## config.mk

```make
export PLATFORM = sky130hd
export DESIGN_NAME = spi_sample_receiver_flat
export DESIGN_NICKNAME = d
export VERILOG_FILES = /design/src/rtl/spi_rx_pkg.sv /design/src/rtl/spi_sample_receiver_if.sv /design/src/rtl/spi_rx_sync.sv /design/src/rtl/spi_sample_receiver.sv /design/src/flat_wrapper.sv
export SDC_FILE = /design/constraint.sdc
export NUM_CORES = 1
export LEC_CHECK = 0
export BUFFER_PORTS_ARGS = -buffer_cell sky130_fd_sc_hd__buf_2
export CAP_MARGIN = 20
export CELL_PAD_IN_SITES_DETAIL_PLACEMENT = 1
export CELL_PAD_IN_SITES_GLOBAL_PLACEMENT = 2
export CORE_ASPECT_RATIO = 2
export CORE_MARGIN = 2
export CORE_UTILIZATION = 30
export DETAILED_ROUTE_END_ITERATION = 12
export PLACE_DENSITY_LB_ADDON = 0.1
export SYNTH_ARGS = -nofsm -noshare
export SYNTH_HDL_FRONTEND = slang
export SYNTH_SLANG_ARGS = --single-unit
```

## constraint.sdc

```tcl
create_clock -name clk -period 2.1 [get_ports clk]
set_input_delay 0.42 -clock clk [delete_from_list [all_inputs] [get_ports clk]]
set_output_delay 0.42 -clock clk [all_outputs]
set_load 0.005 [all_outputs]
```

## src/rtl/spi_rx_pkg.sv

```systemverilog
// -----------------------------------------------------------------------------
// spi_rx_pkg
// Shared definitions for the SPI sample receiver:
//   - default sample width and frame limit
//   - number of synchroniser stages used on every link input
//   - FSM state type and state constants (IDLE, SHIFT, CHECK, COMMIT)
// -----------------------------------------------------------------------------
package spi_rx_pkg;

   localparam int SAMPLE_W_DEF     = 12;
   localparam int SAMPLE_LIMIT_DEF = 34;
   localparam int SYNC_STAGES      = 2;

   typedef logic [1:0] state_t;

   localparam state_t IDLE   = 2'd0;
   localparam state_t SHIFT  = 2'd1;
   localparam state_t CHECK  = 2'd2;
   localparam state_t COMMIT = 2'd3;

endpackage

```

## src/rtl/spi_sample_receiver_if.sv

```systemverilog
// -----------------------------------------------------------------------------
// spi_sample_receiver_if
// Bundles the 3-wire link and the FIFO read port of the sample receiver.
//   SCL, SS, MOSI : link clock, active-low select, data (all asynchronous)
//   rd_en         : pop request for the FIFO head
//   rd_data       : FIFO head sample
//   rd_valid      : FIFO non-empty
// Modports:
//   slave  - the receiver (consumes the link, drives the read data)
//   master - the link driver / sample consumer
// -----------------------------------------------------------------------------
interface spi_sample_receiver_if #(
   parameter int SAMPLE_W = 12
);

   logic                SCL;
   logic                SS;
   logic                MOSI;
   logic                rd_en;
   logic [SAMPLE_W-1:0] rd_data;
   logic                rd_valid;

   modport slave (
      input  SCL,
      input  SS,
      input  MOSI,
      input  rd_en,
      output rd_data,
      output rd_valid
   );

   modport master (
      output SCL,
      output SS,
      output MOSI,
      output rd_en,
      input  rd_data,
      input  rd_valid
   );

endinterface

```

## src/rtl/spi_rx_sync.sv

```systemverilog
// -----------------------------------------------------------------------------
// spi_rx_sync
// Brings one asynchronous link input into the clk domain and detects edges.
//   clk, rst   : system clock, asynchronous active-low reset
//   din        : asynchronous input pin
//   level      : synchronised level
//   rise, fall : one-cycle pulses on a synchronised rising / falling edge
// RESET_VAL is the idle level of the pin, so that leaving reset never
// produces a spurious edge.
// -----------------------------------------------------------------------------
module spi_rx_sync
   import spi_rx_pkg::*;
#(
   parameter logic RESET_VAL = 1'b0
) (
   input  logic clk,
   input  logic rst,
   input  logic din,
   output logic level,
   output logic rise,
   output logic fall
);

   logic [SYNC_STAGES-1:0] sync_q;
   logic                   hist_q;

   // Synchroniser chain plus one history flop; the edge pulses compare the
   // last synchronised stage against the history flop.
   always_ff @(posedge clk or negedge rst) begin
      if (!rst) begin
         sync_q <= {SYNC_STAGES{RESET_VAL}};
         hist_q <= RESET_VAL;
      end else begin
         sync_q <= {sync_q[SYNC_STAGES-2:0], din};
         hist_q <= sync_q[SYNC_STAGES-1];
      end
   end

   assign level = sync_q[SYNC_STAGES-1];
   assign rise  = level & ~hist_q;
   assign fall  = ~level & hist_q;

endmodule

```

## src/rtl/spi_sample_receiver.sv

```systemverilog
// -----------------------------------------------------------------------------
// spi_sample_receiver
// Receive end of the 3-wire write link. Oversamples SCL/SS/MOSI on clk,
// deserialises each frame (MSB first) into a SAMPLE_W-bit sample, buffers
// samples in a FIFO_DEPTH-entry FIFO and counts committed frames up to
// SAMPLE_LIMIT, after which done asserts and further frames are dropped.
// Ports:
//   clk          : 50 MHz system clock
//   rst          : asynchronous active-low reset
//   bus          : link inputs and FIFO read port (slave modport)
//   sample_count : frames committed since reset
//   frame_err    : sticky short / overlong / overflow (/ timeout) error
//   done         : sample_count reached SAMPLE_LIMIT
// Optional feature, macro SPI_RX_TIMEOUT_EN: a watchdog aborts a frame when
// SCL stays quiet for TIMEOUT_CYCLES clk cycles inside SHIFT; the receiver
// then waits for SS to go high before accepting another frame.
// -----------------------------------------------------------------------------
module spi_sample_receiver
   import spi_rx_pkg::*;
#(
   parameter int SAMPLE_W       = SAMPLE_W_DEF,
   parameter int SAMPLE_LIMIT   = SAMPLE_LIMIT_DEF,
   parameter int FIFO_DEPTH     = 4
`ifdef SPI_RX_TIMEOUT_EN
   ,
   parameter int TIMEOUT_CYCLES = 1000
`endif
) (
   input  logic                 clk,
   input  logic                 rst,
   spi_sample_receiver_if.slave bus,
   output logic [5:0]           sample_count,
   output logic                 frame_err,
   output logic                 done
);

   localparam int CNT_W = $clog2(SAMPLE_W + 2);
   localparam int PTR_W = $clog2(FIFO_DEPTH);

   localparam logic [CNT_W-1:0] BITS_FULL = CNT_W'(SAMPLE_W);
   localparam logic [CNT_W-1:0] BITS_SAT  = CNT_W'(SAMPLE_W + 1);
   localparam logic [5:0]       LIMIT     = 6'(SAMPLE_LIMIT);
   localparam logic [PTR_W:0]   DEPTH     = (PTR_W+1)'(FIFO_DEPTH);

   logic scl_level, scl_rise, scl_fall;
   logic ss_level,  ss_rise,  ss_fall;
   logic mosi_level, mosi_rise, mosi_fall;

   state_t              state;
   logic [CNT_W-1:0]    bit_cnt;
   logic [SAMPLE_W-1:0] shreg;

   logic [SAMPLE_W-1:0] mem [FIFO_DEPTH];
   logic [PTR_W-1:0]    wr_ptr;
   logic [PTR_W-1:0]    rd_ptr;
   logic [PTR_W:0]      fill;
   logic                fifo_full;
   logic                pop;
   logic                wr_en;
   logic                at_limit;
   logic                start_ok;

   spi_rx_sync #(.RESET_VAL(1'b0)) u_sync_scl (
      .clk(clk), .rst(rst), .din(bus.SCL),
      .level(scl_level), .rise(scl_rise), .fall(scl_fall)
   );

   spi_rx_sync #(.RESET_VAL(1'b1)) u_sync_ss (
      .clk(clk), .rst(rst), .din(bus.SS),
      .level(ss_level), .rise(ss_rise), .fall(ss_fall)
   );

   spi_rx_sync #(.RESET_VAL(1'b0)) u_sync_mosi (
      .clk(clk), .rst(rst), .din(bus.MOSI),
      .level(mosi_level), .rise(mosi_rise), .fall(mosi_fall)
   );

   logic unused_sync;
   assign unused_sync = &{1'b0, scl_level, scl_fall, mosi_rise, mosi_fall, ss_fall};

   // FIFO status. A pop in the same cycle as a write frees the slot first,
   // so a full FIFO still accepts the sample.
   assign fifo_full   = (fill == DEPTH);
   assign bus.rd_valid = (fill != '0);
   assign bus.rd_data  = bus.rd_valid ? mem[rd_ptr] : '0;
   assign pop         = bus.rd_en && bus.rd_valid;
   assign at_limit    = (sample_count == LIMIT);
   assign wr_en       = (state == COMMIT) && !at_limit && (!fifo_full || pop);

`ifdef SPI_RX_TIMEOUT_EN
   localparam int WD_W = $clog2(TIMEOUT_CYCLES + 1);
   localparam logic [WD_W-1:0] WD_LIMIT = WD_W'(TIMEOUT_CYCLES);

   logic [WD_W-1:0] wd_cnt;
   logic            wait_high;
   logic            timeout;

   // Watchdog only runs while shifting; any SCL rise or SS fall restarts it.
   always_ff @(posedge clk or negedge rst) begin
      if (!rst) begin
         wd_cnt <= '0;
      end else if (state != SHIFT || scl_rise || ss_fall) begin
         wd_cnt <= '0;
      end else if (wd_cnt != WD_LIMIT) begin
         wd_cnt <= wd_cnt + 1'b1;
      end
   end

   assign timeout = (state == SHIFT) && (wd_cnt == WD_LIMIT);

   // After an abort SS is likely still low; block restarts until it rises.
   always_ff @(posedge clk or negedge rst) begin
      if (!rst) begin
         wait_high <= 1'b0;
      end else if (timeout && !ss_rise) begin
         wait_high <= 1'b1;
      end else if (ss_level) begin
         wait_high <= 1'b0;
      end
   end

   assign start_ok = !wait_high;
`else
   assign start_ok = 1'b1;
`endif

   // Frame FSM. IDLE looks at the synchronised SS level rather than the fall
   // pulse, so a frame whose SS fall lands during CHECK/COMMIT is not lost.
   always_ff @(posedge clk or negedge rst) begin
      if (!rst) begin
         state     <= IDLE;
         bit_cnt   <= '0;
         shreg     <= '0;
         frame_err <= 1'b0;
      end else begin
         case (state)
            IDLE: begin
               if (!ss_level && start_ok) begin
                  bit_cnt <= '0;
                  shreg   <= '0;
                  state   <= SHIFT;
               end
            end
            SHIFT: begin
               // An SCL rise coinciding with the SS rise is still shifted in.
               if (scl_rise) begin
                  shreg <= {shreg[SAMPLE_W-2:0], mosi_level};
                  if (bit_cnt != BITS_SAT) begin
                     bit_cnt <= bit_cnt + 1'b1;
                  end
               end
               if (ss_rise) begin
                  state <= CHECK;
`ifdef SPI_RX_TIMEOUT_EN
               end else if (timeout) begin
                  frame_err <= 1'b1;
                  state     <= IDLE;
`endif
               end
            end
            CHECK: begin
               if (bit_cnt == BITS_FULL) begin
                  state <= COMMIT;
               end else begin
                  frame_err <= 1'b1;
                  state     <= IDLE;
               end
            end
            COMMIT: begin
               // Overflow is an error; frames past the limit are dropped quietly.
               if (!at_limit && !wr_en) begin
                  frame_err <= 1'b1;
               end
               state <= IDLE;
            end
            default: begin
               state <= IDLE;
            end
         endcase
      end
   end

   // Sample counter and done flag; done trails the count by one cycle.
   always_ff @(posedge clk or negedge rst) begin
      if (!rst) begin
         sample_count <= '0;
         done         <= 1'b0;
      end else begin
         if (wr_en) begin
            sample_count <= sample_count + 1'b1;
         end
         done <= done | at_limit;
      end
   end

   // FIFO pointers and fill level; pointers wrap naturally at FIFO_DEPTH.
   always_ff @(posedge clk or negedge rst) begin
      if (!rst) begin
         wr_ptr <= '0;
         rd_ptr <= '0;
         fill   <= '0;
      end else begin
         if (wr_en) begin
            wr_ptr <= wr_ptr + 1'b1;
         end
         if (pop) begin
            rd_ptr <= rd_ptr + 1'b1;
         end
         fill <= fill + {{PTR_W{1'b0}}, wr_en} - {{PTR_W{1'b0}}, pop};
      end
   end

   // Sample storage; contents are only visible through rd_valid, so no reset.
   always_ff @(posedge clk) begin
      if (wr_en) begin
         mem[wr_ptr] <= shreg;
      end
   end

endmodule

```

## src/flat_wrapper.sv

```systemverilog
// flat-port wrapper written by rule: the top's interface ports become plain ports
module spi_sample_receiver_flat import spi_rx_pkg::*;
#(
   parameter int SAMPLE_W       = SAMPLE_W_DEF,
   parameter int SAMPLE_LIMIT   = SAMPLE_LIMIT_DEF,
   parameter int FIFO_DEPTH     = 4

)
  (clk, rst, sample_count, frame_err, done, bus_SCL, bus_SS, bus_MOSI, bus_rd_en, bus_rd_data, bus_rd_valid);
  spi_sample_receiver_if #(.SAMPLE_W(SAMPLE_W)) bus_i ();
  input  logic clk;
  input  logic rst;
  output logic [5:0] sample_count;
  output logic frame_err;
  output logic done;
  input wire logic [$bits(bus_i.SCL)-1:0] bus_SCL;
  input wire logic [$bits(bus_i.SS)-1:0] bus_SS;
  input wire logic [$bits(bus_i.MOSI)-1:0] bus_MOSI;
  input wire logic [$bits(bus_i.rd_en)-1:0] bus_rd_en;
  output wire logic [$bits(bus_i.rd_data)-1:0] bus_rd_data;
  output wire logic [$bits(bus_i.rd_valid)-1:0] bus_rd_valid;
  assign bus_i.SCL = bus_SCL;
  assign bus_i.SS = bus_SS;
  assign bus_i.MOSI = bus_MOSI;
  assign bus_i.rd_en = bus_rd_en;
  assign bus_rd_data = bus_i.rd_data;
  assign bus_rd_valid = bus_i.rd_valid;
  spi_sample_receiver #(.SAMPLE_W(SAMPLE_W), .SAMPLE_LIMIT(SAMPLE_LIMIT), .FIFO_DEPTH(FIFO_DEPTH)) u_core (.clk(clk), .rst(rst), .bus(bus_i), .sample_count(sample_count), .frame_err(frame_err), .done(done));
endmodule
```

==> metrics.yaml, run 1 <==
ys_types: 42
p_leak_nw: 1.89
drv_slew: 0
fmax_ghz: 0.465
ys_seq_elements: 89
via_count: 2044
setup_tns_ns: -0.263
synthCells: 239
nFillCells: 1241
clock-sinks: 89
fin_skew_ns: 0.00659
worstSetupEndpoint: "bus_rd_data[5]"
wl_per_cell_um: 16.4
drive_gt1_frac: 0.329
firstDrtPassIters: 4
gp_congestion: 0.692
clk_path_buf_depth: 2
drtAntennaViolNets: 0
h-tree-depth: 3
diodes: 0
fp.coreArea_um2: 12200
pre_cts_ws_ns: 0.149
rsz0062_at_grt: "true"
synthAdderAreaFrac: 0.0388
power_density_nw_per_um2: 1210
synthArstFlopShare: 0.461
die_area_um2: 13400
post-route-drc-count: 0
synth_nets: 256
grt_pass1_wl_um: 11600
ctsHoldBuffers: 0
cts_tree: "yes"
initial_utilization: 0.307
critPathTopFamily: "multiplexers"
ioPinCount: 27
clk_latency_ns: 0.33
syn_area_um2: 3740
synthSimpleGateAreaFrac: 0.0989
path_cells: "clkbuf_16 -> mux4_2 -> and2_4 -> buf_6"
drt_iter0_markers: 74
p_seq_frac: 0.399
violations: "negative setup slack"
numCtsBuffers: 9
setup.worst_path.start: "u_core.rd_ptr[0]"
setup_ws_ns: -0.0492
final_common_cell: "edfxtp_1"
cp_max_fo: 6
synth_edf_count: 48
grt_pass1_vias: 2194
dpl.hpwl_um: 5210
yosys.area_share.xor_xnor: 0.0234
synth.area.mux_share: 0.119
routed_wirelength_um: 7250
max-vdd-ir-drop_mv: 0.507
worst-path-buf-inv: 2
clock_power_share: 0.306
antenna_found_initial: 0
whs_ns: 0.112
grt.total_usage: 0.113
worst_pin_slew_ns: 0.670
synth-main-ff-cell: "edfxtp_1"
path_depth: 4
status: "complete, but fails checks"
reg2reg_to: "u_core.mem[3][3]"
rr_worst_depth: 7
worstSetupEndpointType: "output pin"
setup_violations: 11
viasPerCell: 4.62
yosys_warnings: 0
crit_path_start_kind: "register"
grt-ovfl-total: 0
fp.dieH_um: 162
clk_pin_slew_ns: 0.06
io_buffers: 26
maxCapViolations: 0
hold_viol_final: 0
die_x_um: 83
fin_crit_ns: 2.15
crit_slowest_cell: "mux4_2"
synth_top_family_by_area: "multiplexers"
syn_area_per_cell_um2: 15.7
reg2reg_slack_ns: 0.16
rows: 57
final_nets: 307
crit_arrival_ns: 1.73
final_cell_mix: "48 x edfxtp_1, 37 x dfrtp_1, 20 x inv_1"
hold_class: "input pin to asynchronous set/reset pin"
reg2reg_from: "u_core.sample_count[0]"
pwr-share-comb: 0.294
grt_max_degree: 28
critical_path.max_stage_delay_ns: 0.49
ys_seq_area_frac: 0.660
p_sw_mw: 1.52
cts-root-buf: "clkbuf_16"
p_sw_frac: 0.270
slew_headroom: 0.554
syn_to_final_growth_pct: 24.1
required_ns: 1.68
power_report.internal_total_mw: 4.10
period_share: 1.02
crit_type: "register to output pin"
synth_compound_area_frac: 0.0281
-- power groups by stage --
| stage | clock network (mW) | registers, mW | logic (mW) |
|---|---|---|---|
| 6_report | 1.72 | 2.24 | 1.65 |
| 5_1_grt | 1.83 | 2.28 | 1.84 |
| 4_1_cts | 1.78 | 2.24 | 1.44 |
| 3_5_place_dp | 0 | 2.27 | 1.42 |
| 3_3_place_gp | 0 | 2.27 | 1.40 |
| 2_1_floorplan | 0 | 2.23 | 0.900 |
-- synth_stat cells (3+ instances only) --
cell | instances | share of area
edfxtp_1 | 48 | 0.38
dfrtp_1 | 38 | 0.25
inv_1 | 20 | 0.020
nand2_1 | 19 | 0.019
and2_1 | 17 | 0.028
mux2i_1 | 16 | 0.043
mux4_2 | 12 | 0.072
ha_1 | 10 | 0.033
xnor2_1 | 8 | 0.019
nand3_1 | 5 | 0.0067
buf_2 | 3 | 0.0040
dfstp_2 | 3 | 0.021
or2_2 | 3 | 0.0050
-- what timing repair did --
| action | CTS | global route |
|---|---|---|
| gates cloned | 0 | 1 |
| hold endpoints to repair | 0 | 0 |
| endpoints found under the setup margin | 12 | 12 |
| pin swaps | 0 | 6 |
| gates resized for setup | 0 | 17 |
| setup buffers | 1 | 0 |
-- through the flow --
| step | instance area [µm²] | utilization | total power, mW | cells |
|---|---|---|---|---|
| floorplan | 3740 | - | 3.13 | 239 |
| detailed placement | 4220 | 0.346 | 3.70 | 424 |
| finish | 4650 | 0.381 | 5.62 | 442 |
| CTS | 4550 | 0.373 | 5.46 | 441 |
| global route | 4650 | 0.381 | 5.95 | 442 |
| global placement | 4220 | 0.346 | 3.67 | 424 |
-- state kept, by name, indices dropped and copies added, names as in the netlist --
register                   count
u_core.done                    1
u_core.rd_ptr                  2
u_core.u_sync_scl.hist_q       1
u_core.sample_count            6
u_core.bit_cnt                 4
u_core.frame_err               1
u_core.mem                    48
u_core.wr_ptr                  2
u_core.u_sync_ss.hist_q        1
u_core.shreg                  12
u_core.fill                    3
u_core.u_sync_ss.sync_q        2
u_core.state                   2
u_core.u_sync_scl.sync_q       2
u_core.u_sync_mosi.sync_q      2
-- logic make-up after synthesis --
family	after synthesis
xor gates and xnor gates	10
and+or+nand+nor	61
buffers and inverters	27
AOI/OAI and AO/OA	12
muxes	29
adders and majority gates	11
DFF	89
-- area by class of cell --
| type | instances | area [µm²] | share of cell area |
|---|---|---|---|
| clock inverter | 7 | 98.8 | 0.0213 |
| inverter | 20 | 75.1 | 0.0162 |
| clock buffer | 9 | 225 | 0.0485 |
| multi-input combinational | 123 | 1170 | 0.253 |
| tap | 147 | 184 | 0.0396 |
| sequential | 89 | 2470 | 0.532 |
| timing repair buffer | 47 | 418 | 0.0899 |
-- routing by layer --
| layer | up-vias | share of wire | GRT usage |
|---|---|---|---|
| met3 | 7 | 0.021 | 0.0188 |
| met2 | 29 | 0.61 | 0.227 |
| li1 | 951 | - | - |
| met5 | - | 0 | 0 |
| met1 | 1057 | 0.35 | 0.110 |
| met4 | 0 | 0.015 | 0.0529 |
-- worst register-to-register path: stages (launching register included) --
cell,delay (ns)
dfrtp_1,0.36
inv_1,0.07
ha_1,0.19
nor4bb_4,0.16
a211oi_4,0.34
buf_4,0.19
and2_1,0.18
buf_12,0.16
-- how the worst min path moves through the flow --
stage / start / depth (start not counted) / to / slack, ns
finish: rst / 1 / u_core.sample_count[1] / 0.11
global route: rst / 1 / u_core.sample_count[0] / 0.16
CTS: rst / 1 / u_core.sample_count[1] / 0.14
detailed placement: u_core.u_sync_scl.sync_q[0] / 0 / u_core.u_sync_scl.sync_q[1] / 0.34
global placement: u_core.u_sync_scl.sync_q[0] / 0 / u_core.u_sync_scl.sync_q[1] / 0.34
floorplan: rst / 0 / u_core.bit_cnt[0] / 0.12
Power figures use the tool's default switching activity.
==> inputs of run 2 (changes only) <==
--- a/config.mk
+++ b/config.mk
@@ -11,7 +11,7 @@
 export CELL_PAD_IN_SITES_GLOBAL_PLACEMENT = 2
 export CORE_ASPECT_RATIO = 2
 export CORE_MARGIN = 2
-export CORE_UTILIZATION = 30
+export CORE_UTILIZATION = 39
 export DETAILED_ROUTE_END_ITERATION = 12
 export PLACE_DENSITY_LB_ADDON = 0.1
 export SYNTH_ARGS = -nofsm -noshare
==> run 2 against run 1 <==
Net effect: the run now ends clean; critical path depth stayed put; flip-flop and latch count stayed put; fmax is 3.0% higher; combinational power is 9.7% lower; worst setup slack better by 0.064 ns; final area is 3.0% lower; cell count is 11% lower; clock skew hardly changed; global-route usage is 3.8 points higher; register-to-register slack hardly changed; routed wire length is 2.8% lower; clock power is 3% lower; largest cell class unchanged.
==> metrics.yaml, run 2 (synthesis results as in run 1) <==
via_count: 2012
initial_utilization: 0.402
stdcell_count: 395
syn_to_final_growth_pct: 20.4
critical_path.max_stage_delay_ns: 0.51
fmax_ghz: 0.479
status: "complete, no violations"
drtAntennaViolNets: 0
ioPinCount: 27
clock-sinks: 89
max-vdd-ir-drop_mv: 0.499
drt_iter0_markers: 92
fp.dieH_um: 143
io_buffers: 26
p_leak_nw: 1.85
maxCapViolations: 0
dpl.hpwl_um: 5120
critPathTopFamily: "multiplexers"
grt_pass1_vias: 2277
routed_wirelength_um: 7050
setup_violations: 0
die_area_um2: 10400
drv_slew: 0
gp_congestion: 0.726
grt_pass1_wl_um: 11600
hold_viol_final: 0
worst_pin_slew_ns: 0.643
final_common_cell: "edfxtp_1"
clk_pin_slew_ns: 0.06
final_cell_mix: "48 x edfxtp_1, 38 x dfrtp_1, 21 x buf_2"
whs_ns: 0.103
numCtsBuffers: 9
wl_per_cell_um: 17.9
place_inst: 378
final_nets: 303
cts_tree: "yes"
required_ns: 1.68
power_density_nw_per_um2: 1200
clk_latency_ns: 0.33
grt-ovfl-total: 0
worst-path-buf-inv: 2
drive_gt1_frac: 0.306
routed.top_layer: "met4"
slew_headroom: 0.571
crit_arrival_ns: 1.67
rsz0062_at_grt: "true"
fin_skew_ns: 0.00667
grt_max_degree: 28
largest_register_ffs: 48
setup_tns_ns: 0
diodes: 0
fp.coreArea_um2: 9320
final_area_um2: 4510
die_x_um: 73.3
fin_crit_ns: 2.09
largest-register: "u_core.mem"
path_cells: "buf_12 -> mux4_2 -> and2_4 -> buf_6"
crit_type: "register to output pin"
crit_slowest_cell: "mux4_2"
viasPerCell: 5.09
fin_util: 0.484
worstSetupEndpointType: "output pin"
cts-root-buf: "clkbuf_16"
h-tree-depth: 3
cp_max_fo: 13
firstDrtPassIters: 4
clk_path_buf_depth: 2
crit_path_start_kind: "register"
post-route-drc-count: 0
grt.total_usage: 0.151
wl_met2_um: 4160
routed-wl-met3_um: 184
antenna_found_initial: 0
hold_class: "input pin to asynchronous set/reset pin"
rows: 50
period_share: 0.993
largestRegisters: "u_core.mem (48), u_core.shreg (12), u_core.sample_count (6)"
met1_length_um: 2650
place_area_um2: 4140
[run 2: changes by cell type in the layout (fill, tap and decap cells not counted), sizes merged]
| cell | delta |
|---|---|
| buf | -3 |
| clkinv | +3 |
| clkinvlp | -1 |
| inv | -3 |
[run 2: final cells by class]
cell class | instances | area (µm²)
Timing Repair Buffer | 43 | 352
Inverter | 20 | 75.1
Multi-Input combinational cell | 123 | 1170
Fill cell | 910 | 4810
Clock buffer | 10 | 229
Sequential cell | 89 | 2470
Tap cell | 104 | 130
Clock inverter | 6 | 82.6
[run 2: repair_timing]
action	in CTS	in global routing
hold buffers	0	0
buffers inserted	1	0
resized for setup	2	9
endpoints found under the setup margin	12	30
pin swaps	0	1
endpoints found under the hold margin	0	0
[run 2: through the flow]
step	power, mW	setup WS [ns]
6_report	5.39	0.0144
3_3_place_gp	3.61	0.179
3_5_place_dp	3.65	0.112
2_1_floorplan	3.13	0.0991
4_1_cts	5.38	-0.0172
5_1_grt	5.72	-0.0575
[run 2: metal layers]
layer	up-vias	track usage
li1	945	-
met4	0	0.0545
met1	1030	0.158
met3	4	0.0425
met2	33	0.279
met5	-	0
[run 2: path summary, 6_finish.rpt]
path | depth (start not counted) | end | slack, ns | from
worst max-delay path | 4 | bus_rd_data[1] | 0.01 | u_core.rd_ptr[0]
worst min-delay path | 1 | u_core.sample_count[1] | 0.10 | rst
worst max register to register | 7 | u_core.mem[0][8] | 0.15 | u_core.sample_count[0]
worst min register to register | 0 | u_core.u_sync_scl.sync_q[1] | 0.35 | u_core.u_sync_scl.sync_q[0]
max in group asynchronous | 2 | u_core.shreg[10] | 1.41 | rst
min in group clk | 1 | u_core.u_sync_ss.sync_q[0] | 0.18 | bus_SS
[run 2: report_power, final]
part	switching, mW	total, mW	internal (mW)
sequential	0.194	2.24	2.05
combinational	0.619	1.49	0.872
clock	0.622	1.66	1.04
total	1.43	5.39	3.96
